$ cat src/rtl/hack_pkg.sv
// Shared definitions for the memory dump block: default widths, FSM state
// encoding and the checksum helper.
package hack_pkg;

    localparam int ADDR_W_DEF = 15;
    localparam int DATA_W_DEF = 16;

    typedef enum logic [2:0] {
        IDLE     = 3'd0,
        READ     = 3'd1,
        WAIT     = 3'd2,
        SEND_HI  = 3'd3,
        SEND_LO  = 3'd4,
        SEND_SUM = 3'd5,
        DONE     = 3'd6
    } state_e;

    function automatic logic [7:0] xor_byte(input logic [7:0] sum, input logic [7:0] b);
        return sum ^ b;
    endfunction

endpackage

$ cat src/rtl/byte_tx_reg.sv
// Valid/data holding register for the byte sink; a byte stays put until the
// sink takes it, and xfer_o flags the accepting cycle.
module byte_tx_reg (
    input  logic       clk,
    input  logic       reset,
    input  logic       load_i,
    input  logic [7:0] data_i,
    input  logic       ready_i,
    output logic       valid_o,
    output logic [7:0] data_o,
    output logic       xfer_o
);

    logic       valid_q;
    logic [7:0] data_q;

    assign valid_o = valid_q;
    assign data_o  = data_q;
    assign xfer_o  = valid_q & ready_i;

    // Load has priority so back-to-back bytes keep valid high across the handoff.
    always_ff @(posedge clk or negedge reset) begin
        if (!reset) begin
            valid_q <= 1'b0;
            data_q  <= 8'h00;
        end else if (load_i) begin
            valid_q <= 1'b1;
            data_q  <= data_i;
        end else if (xfer_o) begin
            valid_q <= 1'b0;
        end
    end

endmodule

$ cat src/rtl/mem_dump.sv
// Streams a block of 16-bit memory words to a byte sink, high byte first,
// followed by an XOR checksum byte.
module mem_dump
    import hack_pkg::*;
#(
    parameter int ADDR_W = ADDR_W_DEF,
    parameter int DATA_W = DATA_W_DEF
) (
    input  logic              clk,
    input  logic              reset,
    input  logic              start,
    input  logic [ADDR_W-1:0] start_addr,
    input  logic [15:0]       word_count,
    output logic [ADDR_W-1:0] mem_address,
    input  logic [DATA_W-1:0] mem_q,
    output logic [7:0]        tx_data,
    output logic              tx_valid,
    input  logic              tx_ready,
    output logic              busy,
    output logic              done
);

    state_e            state_q;
    logic [ADDR_W-1:0] addr_q;
    logic [ADDR_W-1:0] mem_addr_q;
    logic [15:0]       remaining_q;
    logic [DATA_W-1:0] word_q;
    logic [7:0]        sum_q;
    logic              busy_q;
    logic              done_q;

    logic              tx_load_s;
    logic [7:0]        tx_byte_s;
    logic              tx_xfer_s;
    logic [ADDR_W-1:0] addr_inc_s;

    assign mem_address = mem_addr_q;
    assign busy        = busy_q;
    assign done        = done_q;
    assign addr_inc_s  = addr_q + ADDR_W'(1'b1);

    byte_tx_reg u_tx (
        .clk     (clk),
        .reset   (reset),
        .load_i  (tx_load_s),
        .data_i  (tx_byte_s),
        .ready_i (tx_ready),
        .valid_o (tx_valid),
        .data_o  (tx_data),
        .xfer_o  (tx_xfer_s)
    );

    // Queue the next byte in the cycle before its send state begins.
    always_comb begin
        tx_load_s = 1'b0;
        tx_byte_s = 8'h00;
        case (state_q)
            IDLE: begin
                if (start && (word_count == 16'd0)) begin
                    tx_load_s = 1'b1;
                    tx_byte_s = 8'h00;
                end else begin
                    tx_load_s = 1'b0;
                end
            end
            WAIT: begin
                tx_load_s = 1'b1;
                tx_byte_s = mem_q[DATA_W-1 -: 8];
            end
            SEND_HI: begin
                if (tx_xfer_s) begin
                    tx_load_s = 1'b1;
                    tx_byte_s = word_q[7:0];
                end else begin
                    tx_load_s = 1'b0;
                end
            end
            SEND_LO: begin
                if (tx_xfer_s && (remaining_q == 16'd1)) begin
                    tx_load_s = 1'b1;
                    tx_byte_s = xor_byte(sum_q, word_q[7:0]);
                end else begin
                    tx_load_s = 1'b0;
                end
            end
            default: begin
                tx_load_s = 1'b0;
            end
        endcase
    end

    // Main dump sequencer with registered busy/done/address outputs.
    always_ff @(posedge clk or negedge reset) begin
        if (!reset) begin
            state_q     <= IDLE;
            addr_q      <= '0;
            mem_addr_q  <= '0;
            remaining_q <= 16'd0;
            word_q      <= '0;
            sum_q       <= 8'h00;
            busy_q      <= 1'b0;
            done_q      <= 1'b0;
        end else begin
            done_q <= 1'b0;
            case (state_q)
                IDLE: begin
                    if (start) begin
                        addr_q      <= start_addr;
                        remaining_q <= word_count;
                        sum_q       <= 8'h00;
                        busy_q      <= 1'b1;
                        if (word_count == 16'd0) begin
                            state_q <= SEND_SUM;
                        end else begin
                            mem_addr_q <= start_addr;
                            state_q    <= READ;
                        end
                    end
                end
                READ: begin
                    state_q <= WAIT;
                end
                WAIT: begin
                    word_q  <= mem_q;
                    state_q <= SEND_HI;
                end
                SEND_HI: begin
                    if (tx_xfer_s) begin
                        sum_q   <= xor_byte(sum_q, word_q[DATA_W-1 -: 8]);
                        state_q <= SEND_LO;
                    end
                end
                SEND_LO: begin
                    if (tx_xfer_s) begin
                        sum_q       <= xor_byte(sum_q, word_q[7:0]);
                        remaining_q <= remaining_q - 16'd1;
                        if (remaining_q == 16'd1) begin
                            state_q <= SEND_SUM;
                        end else begin
                            addr_q     <= addr_inc_s;
                            mem_addr_q <= addr_inc_s;
                            state_q    <= READ;
                        end
                    end
                end
                SEND_SUM: begin
                    if (tx_xfer_s) begin
                        done_q  <= 1'b1;
                        state_q <= DONE;
                    end
                end
                DONE: begin
                    busy_q  <= 1'b0;
                    state_q <= IDLE;
                end
                default: begin
                    busy_q  <= 1'b0;
                    state_q <= IDLE;
                end
            endcase
        end
    end

endmodule

$ cat config.mk
export PLATFORM = sky130hd
export DESIGN_NAME = mem_dump
export DESIGN_NICKNAME = d
export VERILOG_FILES = /design/src/rtl/hack_pkg.sv /design/src/rtl/byte_tx_reg.sv /design/src/rtl/mem_dump.sv
export SDC_FILE = /design/constraint.sdc
export NUM_CORES = 1
export LEC_CHECK = 0
export CAP_MARGIN = 20
export CORE_ASPECT_RATIO = 0.9
export CORE_UTILIZATION = 47
export DETAILED_ROUTE_END_ITERATION = 16
export PLACE_DENSITY = 0.74
export SYNTH_ARGS = -nofsm -noshare
export SYNTH_HDL_FRONTEND = slang
export SYNTH_SLANG_ARGS = --single-unit
$ cat constraint.sdc
create_clock -name clk -period 3.2 [get_ports clk]
set_clock_uncertainty 0.05 [all_clocks]
set_input_delay 0.8 -clock clk [delete_from_list [all_inputs] [get_ports clk]]
set_output_delay 0.8 -clock clk [all_outputs]
set_load 0.01 [all_outputs]
# Yosys cells after proc, flatten, opt, wreduce, memory -nomap -nowiden
# Cells that the tools add are included.
op_classes:
  n_addsub: 2
  multipliers: 0
  div: 0
  magnitude_cmp: 0
  n_eq_ne: 12
  shift: 0
  muxes: 33
  bitwise_logic: 4
  n_reduce_logical: 14
ops:
  columns: ["operator", "count"]
  rows:
  - ["$mux 15", 5]
  - ["$pmux 15 s2", 2]
  - ["$pmux 8 s3", 2]
  - ["$mux 8", 5]
  - ["$mux 16", 2]
  - ["$pmux 16 s2", 1]
  - ["$mux 3", 6]
  - ["$pmux 3 s6", 1]
  - ["$eq 16x1->1 const B", 1]
  - ["$logic_not 16->1", 1]
  - ["$sub 16x1->16 const B", 1]
  - ["$xor 8x8->8", 2]
  - ["$add 15x1->15 const B", 1]
  - ["$ne 2x2->1 const B", 6]
  - ["$reduce_and 4->1", 3]
  - ["$mux 1", 7]
  - ["$eq 3x2->1 const B", 2]
  - ["$eq 3x3->1 const B", 2]
  - ["$reduce_and 5->1", 1]
  - ["$reduce_or 5->1", 1]
  - ["$pmux 1 s4", 1]
  - ["$reduce_bool 2->1", 2]
  - ["$eq 3x1->1 const B", 1]
  - ["$logic_not 3->1", 1]
  - ["other kinds (7)", 8]
word_totals:
  regBits: 84
  latch_bits: 0
  ramBits: 0
  romBits: 0
  input_bits: 51
  output_inout_bits: 26
  wordCells: 75
  n_memories: 0

# Logic depth before layout (Yosys ltp)
# Gate-level depths: netlist of the first run.
depth:
  word_depth: 5
  depth_mapped: 8
  depth_no_buf: 7

# Modules after synthesis
# From an unflattened synthesis of the first run, not the netlist that was laid out.
hier_totals:
  cells_unflattened: 483
  hier_area_um2: 4623.2
modules_own_cells:
  columns: ["module", "instances", "cells_per_inst", "area_per_inst_um2", "seq_area_each_um2"]
  rows:
  - ["mem_dump", 1, 462, 4247.8, 1876.8]
  - ["byte_tx_reg", 1, 21, 375.4, 225.2]

# Worst setup path before layout of the first run
# OpenSTA, ideal clock, no wires.
synth_timing:
  kind: "input to register"
  start: "input port start"
  end: "register mem_addr_q[5], in the netlist mem_address[5]"
  setup_time_ns: 0.127
  arrival_ns: 2.166
  required_time_ns: 3.023
  path_slack_ns: 0.856
  stages: 7
  path_buffers: 2
  cell_sequence: "clkbuf_2 -> nor2b_1 -> o21a_1 -> o21ai_2 -> nor2_1 -> buf_6 -> mux2_1"
synth_via:
  elab_chain_len: 2
synth_rtl:
  columns: ["element", "line_no", "source"]
  rows:
  - ["start: declaration", "mem_dump.sv:11", "input logic start,"]
  - ["$ne 2x2->1 (no line)", null, null]
  - ["$reduce_and 5->1 (no line)", null, null]
  - ["end signal: assignment", "mem_dump.sv:115", "mem_addr_q <= start_addr;"]
  - ["end signal: assignment", "mem_dump.sv:141", "mem_addr_q <= addr_inc_s;"]
  - ["end: declaration", "mem_dump.sv:25", "logic [ADDR_W-1:0] mem_addr_q;"]
# Every way passes these cells.
# A chain may end at the register's enable or synchronous reset.

# Worst setup path after layout of the first run
layout_timing:
  start: "input port tx_ready"
  end: "register sum_q[4]"
layout_via:
  elab_chain_len: 3
  word_cells_on_any_way: 4
  cone_classes: "eq/ne (2); bitwise (1); reduce/logical (1)"
layout_rtl:
  columns: ["element", "line_no", "source"]
  rows:
  - ["start: declaration", "mem_dump.sv:18", "input logic tx_ready,"]
  - ["$and 1x1->1 *", "byte_tx_reg.sv:19", "assign xfer_o = valid_q & ready_i;"]
  - ["$ne 2x2->1 (no line)", null, null]
  - ["$reduce_and 4->1 (no line) *", null, null]
  - ["end signal: assignment", "mem_dump.sv:129", "sum_q <= xor_byte(sum_q, word_q[DATA_W-1 -: 8]);"]
  - ["end signal: assignment", "mem_dump.sv:135", "sum_q <= xor_byte(sum_q, word_q[7:0]);"]
  - ["end: declaration", "mem_dump.sv:28", "logic [7:0] sum_q;"]
# Every way passes the cells marked *; elsewhere a longest branch is shown, timed or not.

==> PnR_summary.wiki, run 1 <==
{| class="wikitable"
! Metric !! Value
|-
| Setup bufs post-CTS || 0
|-
| Placeable Area || 9660 um2
|-
| Synth warn || 0
|-
| Number of hold-slack violations in the final timing report || 0
|-
| Register cell area after layout || 2100 um2
|-
| Antenna diodes || 0
|-
| Worst-skew pair later-pin latency || 0.37 ns
|-
| Port buffer count || 76
|-
| Share of synthesized area occupied by flip-flops and latches || 0.449
|-
| Total clock sinks || 84
|-
| WL/cell || 16.6 um
|-
| CTS tree || yes
|-
| Unrepaired setup endpoints after global routing || false
|-
| Net count after synthesis || 562
|-
| Maximum number of pins on one net before global-route repair || 58
|-
| Count of unique library cells instantiated by Yosys || 59
|-
| WP data arrival || 2.84 ns
|-
| Die width || 107 um
|-
| Level count of the clock H-tree || 3
|-
| First drt pass iteration count || 5
|-
| Setup TNS || 0 ns
|-
| Vias in the first global route || 4032
|-
| Num CTS Buffers || 9
|-
| Global route overflow || 0
|-
| Number of DRC violations after detailed-routing iteration 0 || 315
|-
| Async set or reset register ratio after synthesis || 1.00
|-
| Final worst-path cycle share || 0.822
|-
| Post_cts resized || 0
|-
| Final Wtd Congestion || 0.861
|-
| Cell types with the largest area share after synthesis || dfrtp_1 45%, nand2_1 6.5%, o21ai_0 4.6%
|-
| Detail Route Antenna Nets || 0
|-
| FF+latch count, synth || 84
|-
| Gr usage total || 0.241
|-
| Critical-path maximum fanout || 16
|-
| Most used flip-flop cell after synthesis || dfrtp_1
|-
| CP Capture Type || flip-flop
|-
| Final routed DRC violation total || 0
|-
| Power density cells || 920 nW/um2
|-
| Status || finished, final reports clean
|-
| Placed cell count || 694
|-
| Hold-fix buffers at CTS || 0
|-
| Synth Instances || 507
|-
| Height of the die || 96.7 um
|-
| Fillcell total || 838
|-
| Worst setup path class || primary input to flip-flop
|-
| Post-synthesis cell area || 4680 um2
|-
| Type of the tightest min-delay check || primary input to async pin
|-
| Number of nets at the end of the flow || 634
|-
| Via count || 4207
|-
| Starting density of the core || 0.485
|-
| Total Routed Length || 11800 um
|-
| Growth of design area from synthesis to finish || 23.8%
|-
| F_max || 380 MHz
|-
| CTS clock-pin slew for the worst setup and hold paths || 0.09 ns
|-
| CP Launch Type || primary input
|-
| Number of standard-cell rows in the floorplan || 34
|-
| Post-synthesis area per instance || 9.23 um2
|-
| Worst path required time || 3.41 ns
|-
| Non-Filler Instances || 710
|-
| Final Worst Setup Slack || 0.571 ns
|-
| EDFF count, synth || 0
|-
| Peak supply drop || 409 uV
|-
| Min Tclk post-route || 2.63 ns
|-
| Share of the synthesized area in the top cell type || 0.449
|-
| Clock root buffer || clkbuf_8
|-
| # setup viols final || 0
|-
| Max cap viols || 0
|-
| Footprint of the multi-input gates || 2430 um2
|-
| Tightest slew margin relative to the limit || 0.364
|-
| Proportion of layout cells with a drive suffix above 1 || 0.0908
|-
| Number of ports placed on the die boundary || 77
|-
| Max-slew violation count || 0
|-
| Final core utilization || 0.600
|-
| Initial antenna violation count || 0
|-
| Transition time of the tightest slew-check pin || 0.950 ns
|-
| Half-perimeter wire length after detailed placement || 8030 um
|-
| Die ar. || 10400 um2
|-
| Buffer levels on the longest clock path || 2
|-
| Fin Hold WS || 0.300 ns
|-
| Global-route wire length before repair || 19900 um
|-
| Cell type with the highest aggregate area in the netlist || dfrtp_1
|-
| Routed vias/inst || 5.93
|-
| Leakage power || 2.39 nW
|-
| Post-placement setup slack || 0.199 ns
|}
-- synth_stat cells, drive strengths merged, types with 3 or more instances --
library cell / instances
o21ai: 50
o22ai: 12
buf: 11
nor3b: 3
a211o: 8
nand2b: 10
and3: 4
ha: 4
nand3: 12
nand2: 81
a21oi: 24
a22oi: 11
nor3: 16
dfrtp: 84
o22a: 5
a2bb2oi: 4
o31ai: 9
xor2: 3
a31oi: 7
o2bb2ai: 4
mux2i: 3
a22o: 9
nand4: 6
xnor2: 11
nor2b: 11
inv: 7
mux2: 21
nor2: 31
nor4: 11
clkbuf: 18
-- layout by cell type, fill, tap and decap left out, types with 4 or more instances in the layout --
cell,n
nor2_1,29
a31oi_1,7
inv_1,7
o2bb2ai_1,4
o21ai_1,6
mux2_2,8
nand2_1,81
nor3_1,13
a211o_1,8
nand4_1,6
nor4_1,8
ha_1,4
o31ai_1,9
a22o_1,9
nand3_1,12
xnor2_1,11
o21ai_0,43
clkbuf_8,9
nor2b_1,11
a22oi_1,11
buf_4,14
nand2b_1,10
dfrtp_1,84
a2bb2oi_1,4
o22a_1,5
mux2_1,13
clkdlybuf4s50_1,75
o22ai_1,12
a21oi_1,23
-- critical path: stages --
cell             delay (ns)
clkdlybuf4s50_1        0.48
and3_1                 0.21
o21a_1                 0.24
nor2_1                 0.75
o21ai_0                0.22
o31ai_1                0.12
-- path summary, 6_finish.rpt --
kind	start	to	slack, ns	depth (start not counted)
setup / recovery	tx_ready	sum_q[4]$_DFFE_PN0P_	0.57	6
hold / removal	reset	remaining_q[2]$_DFFE_PN0P_	0.30	1
setup reg to reg	state_q[2]$_DFFE_PN0P_	sum_q[4]$_DFFE_PN0P_	0.71	5
hold reg to reg	mem_address[5]$_DFFE_PN0P_	mem_address[5]$_DFFE_PN0P_	0.44	1
max in group asynchronous	reset	u_tx.data_o[2]$_DFFE_PN0P_	2.16	2
min in group clk	mem_address[5]$_DFFE_PN0P_	mem_address[5]$_DFFE_PN0P_	0.44	1
-- area by class of cell --
cell class	count	share of cell area
multi-input combinational	387	0.419
sequential	84	0.363
timing repair buffer	90	0.151
tap	126	0.0272
clock buffer	9	0.0214
clock inverter	7	0.0140
inverter	7	0.00453
-- stage by stage --
step           cell area [um2]  power (W)
3_3_place_gp              5590    0.00442
4_1_cts                   5800    0.00535
3_5_place_dp              5590    0.00454
6_report                  5800    0.00533
2_1_floorplan             4680    0.00367
5_1_grt                   5800    0.00574
-- registers in the layout (all words and copies together) (netlist names), 3 cells and up --
| register | flops |
|---|---|
| sum_q | 8 |
| word_q | 16 |
| addr_q | 15 |
| state_q | 3 |
| mem_address | 15 |
| u_tx.data_o | 8 |
| remaining_q | 16 |
-- per-layer routing --
layer	part of all wire	wire, um	vias to the layer above	track usage
met1	0.46	5470	2056	0.339
met4	0.018	207	0	0.0727
met5	0	0	-	0
met3	0.051	605	21	0.0499
li1	-	-	1996	-
met2	0.47	5480	134	0.376
-- report_power, final --
group,switching [W],internal [W]
clock network,0.000426,0.000372
logic,0.00117,0.00114
registers,0.000643,0.00158
-- cells by family (layout without fill, tap and decap cells) --
kind of cell / after synthesis / after routing / synth area share
AND/OR/NAND/NOR: 192 / 192 / 0.209
AO/OA/AOI/OAI: 153 / 153 / 0.215
flip-flops: 84 / 84 / 0.449
buffers and inverters: 36 / 113 / 0.0334
multiplexers: 24 / 24 / 0.0569
XOR/XNOR: 14 / 14 / 0.0262
adder cells (fa/ha/maj): 4 / 4 / 0.0107
No activity file was read; power rests on OpenSTA's default activity.
==> run 2, diff against run 1 <==
--- a/config.mk
+++ b/config.mk
@@ -9,7 +9,7 @@
 export CORE_ASPECT_RATIO = 0.9
 export CORE_UTILIZATION = 47
 export DETAILED_ROUTE_END_ITERATION = 16
-export PLACE_DENSITY = 0.74
+export PLACE_DENSITY = 0.77
 export SYNTH_ARGS = -nofsm -noshare
 export SYNTH_HDL_FRONTEND = slang
 export SYNTH_SLANG_ARGS = --single-unit
==> constraint.sdc (replaced) <==
create_clock -name clk -period 2.3 [get_ports clk]
set_clock_uncertainty 0.05 [all_clocks]
set_input_delay 0.575 -clock clk [delete_from_list [all_inputs] [get_ports clk]]
set_output_delay 0.575 -clock clk [all_outputs]
set_load 0.01 [all_outputs]
==> run 2 against run 1 <==
Die area did not move. Combinational power is 51% higher. Worst hold slack worse by 0.19 ns. Critical endpoint is now mem_address[4]$_DFFE_PN0P_. Largest cell class unchanged.
==> PnR_summary.wiki, run 2 (synthesis gave the netlist of run 1 again) <==
{| class="wikitable"
! Metric !! Value
|-
| Number of hold-slack violations in the final timing report || 0
|-
| Global routing met2 resource utilization || 0.392
|-
| Die ar. || 10400 um2
|-
| # setup viols final || 0
|-
| CP Launch Type || primary input
|-
| Layer with the highest usage after global routing || met2
|-
| Most common library cell in the layout ignoring fill and taps || dfrtp_1
|-
| Tightest slew margin relative to the limit || 0.580
|-
| Proportion of layout cells with a drive suffix above 1 || 0.138
|-
| Level count of the clock H-tree || 3
|-
| Global route overflow || 0
|-
| F_max || 459 MHz
|-
| Final routed DRC violation total || 0
|-
| Largest registers || remaining_q x16, word_q x16
|-
| CTS clock-pin slew for the worst setup and hold paths || 0.10 ns
|-
| Worst path required time || 2.48 ns
|-
| Worst setup path class || primary input to flip-flop
|-
| Number of standard-cell rows in the floorplan || 34
|-
| Half-perimeter wire length after detailed placement || 8590 um
|-
| Growth of design area from synthesis to finish || 29.4%
|-
| Via count || 4327
|-
| Placeable Area || 9660 um2
|-
| Global-route wire length before repair || 20500 um
|-
| Initial antenna violation count || 0
|-
| Total clock sinks || 84
|-
| Clock root buffer || clkbuf_8
|-
| Status || finished, final reports clean
|-
| Post-placement setup slack || -0.429 ns
|-
| Number of ports placed on the die boundary || 77
|-
| Most frequent cells in the layout || 84 x dfrtp_1, 81 x nand2_1, 75 x clkdlybuf4s50_1
|-
| First drt pass iteration count || 6
|-
| Critical-path maximum fanout || 14
|-
| Transition time of the tightest slew-check pin || 0.630 ns
|-
| Overall Power || 0.00749 W
|-
| Buffer levels on the longest clock path || 2
|-
| Max-slew violation count || 0
|-
| CTS tree || yes
|-
| Leakage power || 2.54 nW
|-
| Maximum number of pins on one net before global-route repair || 47
|-
| Gr usage total || 0.247
|-
| Hold-fix buffers at CTS || 0
|-
| WL/cell || 16.3 um
|-
| Unrepaired setup endpoints after global routing || false
|-
| Post-route cell area || 6050 um2
|-
| Vias in the first global route || 4334
|-
| Final worst-path cycle share || 0.947
|-
| Max cap viols || 0
|-
| Number of DRC violations after detailed-routing iteration 0 || 255
|-
| Final Worst Setup Slack || 0.121 ns
|-
| Total Routed Length || 12100 um
|-
| Antenna diodes || 0
|-
| Starting density of the core || 0.485
|-
| Standard cell area after detailed placement || 5870 um2
|-
| Final Wtd Congestion || 0.872
|-
| Num CTS Buffers || 9
|-
| Port buffer count || 76
|-
| Routing usage on met1 || 0.336
|-
| CP Capture Type || flip-flop
|-
| Type of the tightest min-delay check || primary input to async pin
|-
| Met3 track utilization from global routing || 0.0472
|-
| Number of nets at the end of the flow || 664
|-
| Peak supply drop || 525 uV
|-
| Power density cells || 1240 nW/um2
|-
| Die width || 107 um
|-
| Min Tclk post-route || 2.18 ns
|-
| Worst-skew pair later-pin latency || 0.36 ns
|-
| Detail Route Antenna Nets || 0
|-
| Routed vias/inst || 5.85
|-
| WP data arrival || 2.36 ns
|-
| Height of the die || 96.7 um
|}
-- run 2: routing by layer --
layer	share of wire	up-vias
met1	0.44	2120
met5	0	-
met2	0.49	134
li1	-	2052
met3	0.054	21
met4	0.018	0
-- run 2: power breakdown --
part | internal, W | switching, W | total [W]
logic | 0.00174 | 0.00174 | 0.00349
clock network | 0.000408 | 0.000582 | 0.000990
registers | 0.00220 | 0.000822 | 0.00302
total | 0.00435 | 0.00315 | 0.00749
-- run 2: critical path: stages --
cell,delay [ns]
clkdlybuf4s50_1,0.48
nor2b_1,0.22
o21a_1,0.24
o21ai_2,0.09
nor2_1,0.24
buf_12,0.19
mux2_1,0.33
-- run 2: repair_timing --
action,CTS,global route
setup buffers,0,0
gates resized for setup,1,1
setup endpoints to repair,3,1
endpoints found under the hold margin,0,0
-- run 2: final cells by class --
| cell class | count | area (um2) |
|---|---|---|
| Fill cell | 771 | 3600 |
| Multi-Input combinational cell | 387 | 2440 |
| Sequential cell | 84 | 2100 |
| Timing Repair Buffer | 120 | 1150 |
| Tap cell | 126 | 158 |
| Clock buffer | 9 | 124 |
| Clock inverter | 7 | 56.3 |
| Inverter | 7 | 26.3 |
-- run 2: worst paths after layout --
kind / cells after the start / from / endpoint / slack [ns]
worst max-delay path: 7 / start / mem_address[4]$_DFFE_PN0P_ / 0.12
worst min-delay path: 1 / reset / mem_address[7]$_DFFE_PN0P_ / 0.11
worst max register to register: 8 / remaining_q[1]$_DFFE_PN0P_ / mem_address[4]$_DFFE_PN0P_ / 0.14
worst min register to register: 1 / mem_address[2]$_DFFE_PN0P_ / mem_address[2]$_DFFE_PN0P_ / 0.44
max in group asynchronous: 2 / reset / word_q[3]$_DFFE_PN0N_ / 1.42
min in group clk: 1 / mem_address[2]$_DFFE_PN0P_ / mem_address[2]$_DFFE_PN0P_ / 0.44
-- run 2: through the flow --
stage / std cells / util / TNS, ns / hold slack, ns
2_1_floorplan: 507 / - / 0 / 0.229
3_3_place_gp: 724 / 0.607 / -8.13 / 0.421
3_5_place_dp: 724 / 0.607 / -9.32 / 0.425
4_1_cts: 740 / 0.626 / 0 / 0.113
5_1_grt: 740 / 0.627 / 0 / 0.136
6_report: 740 / 0.627 / 0 / 0.111
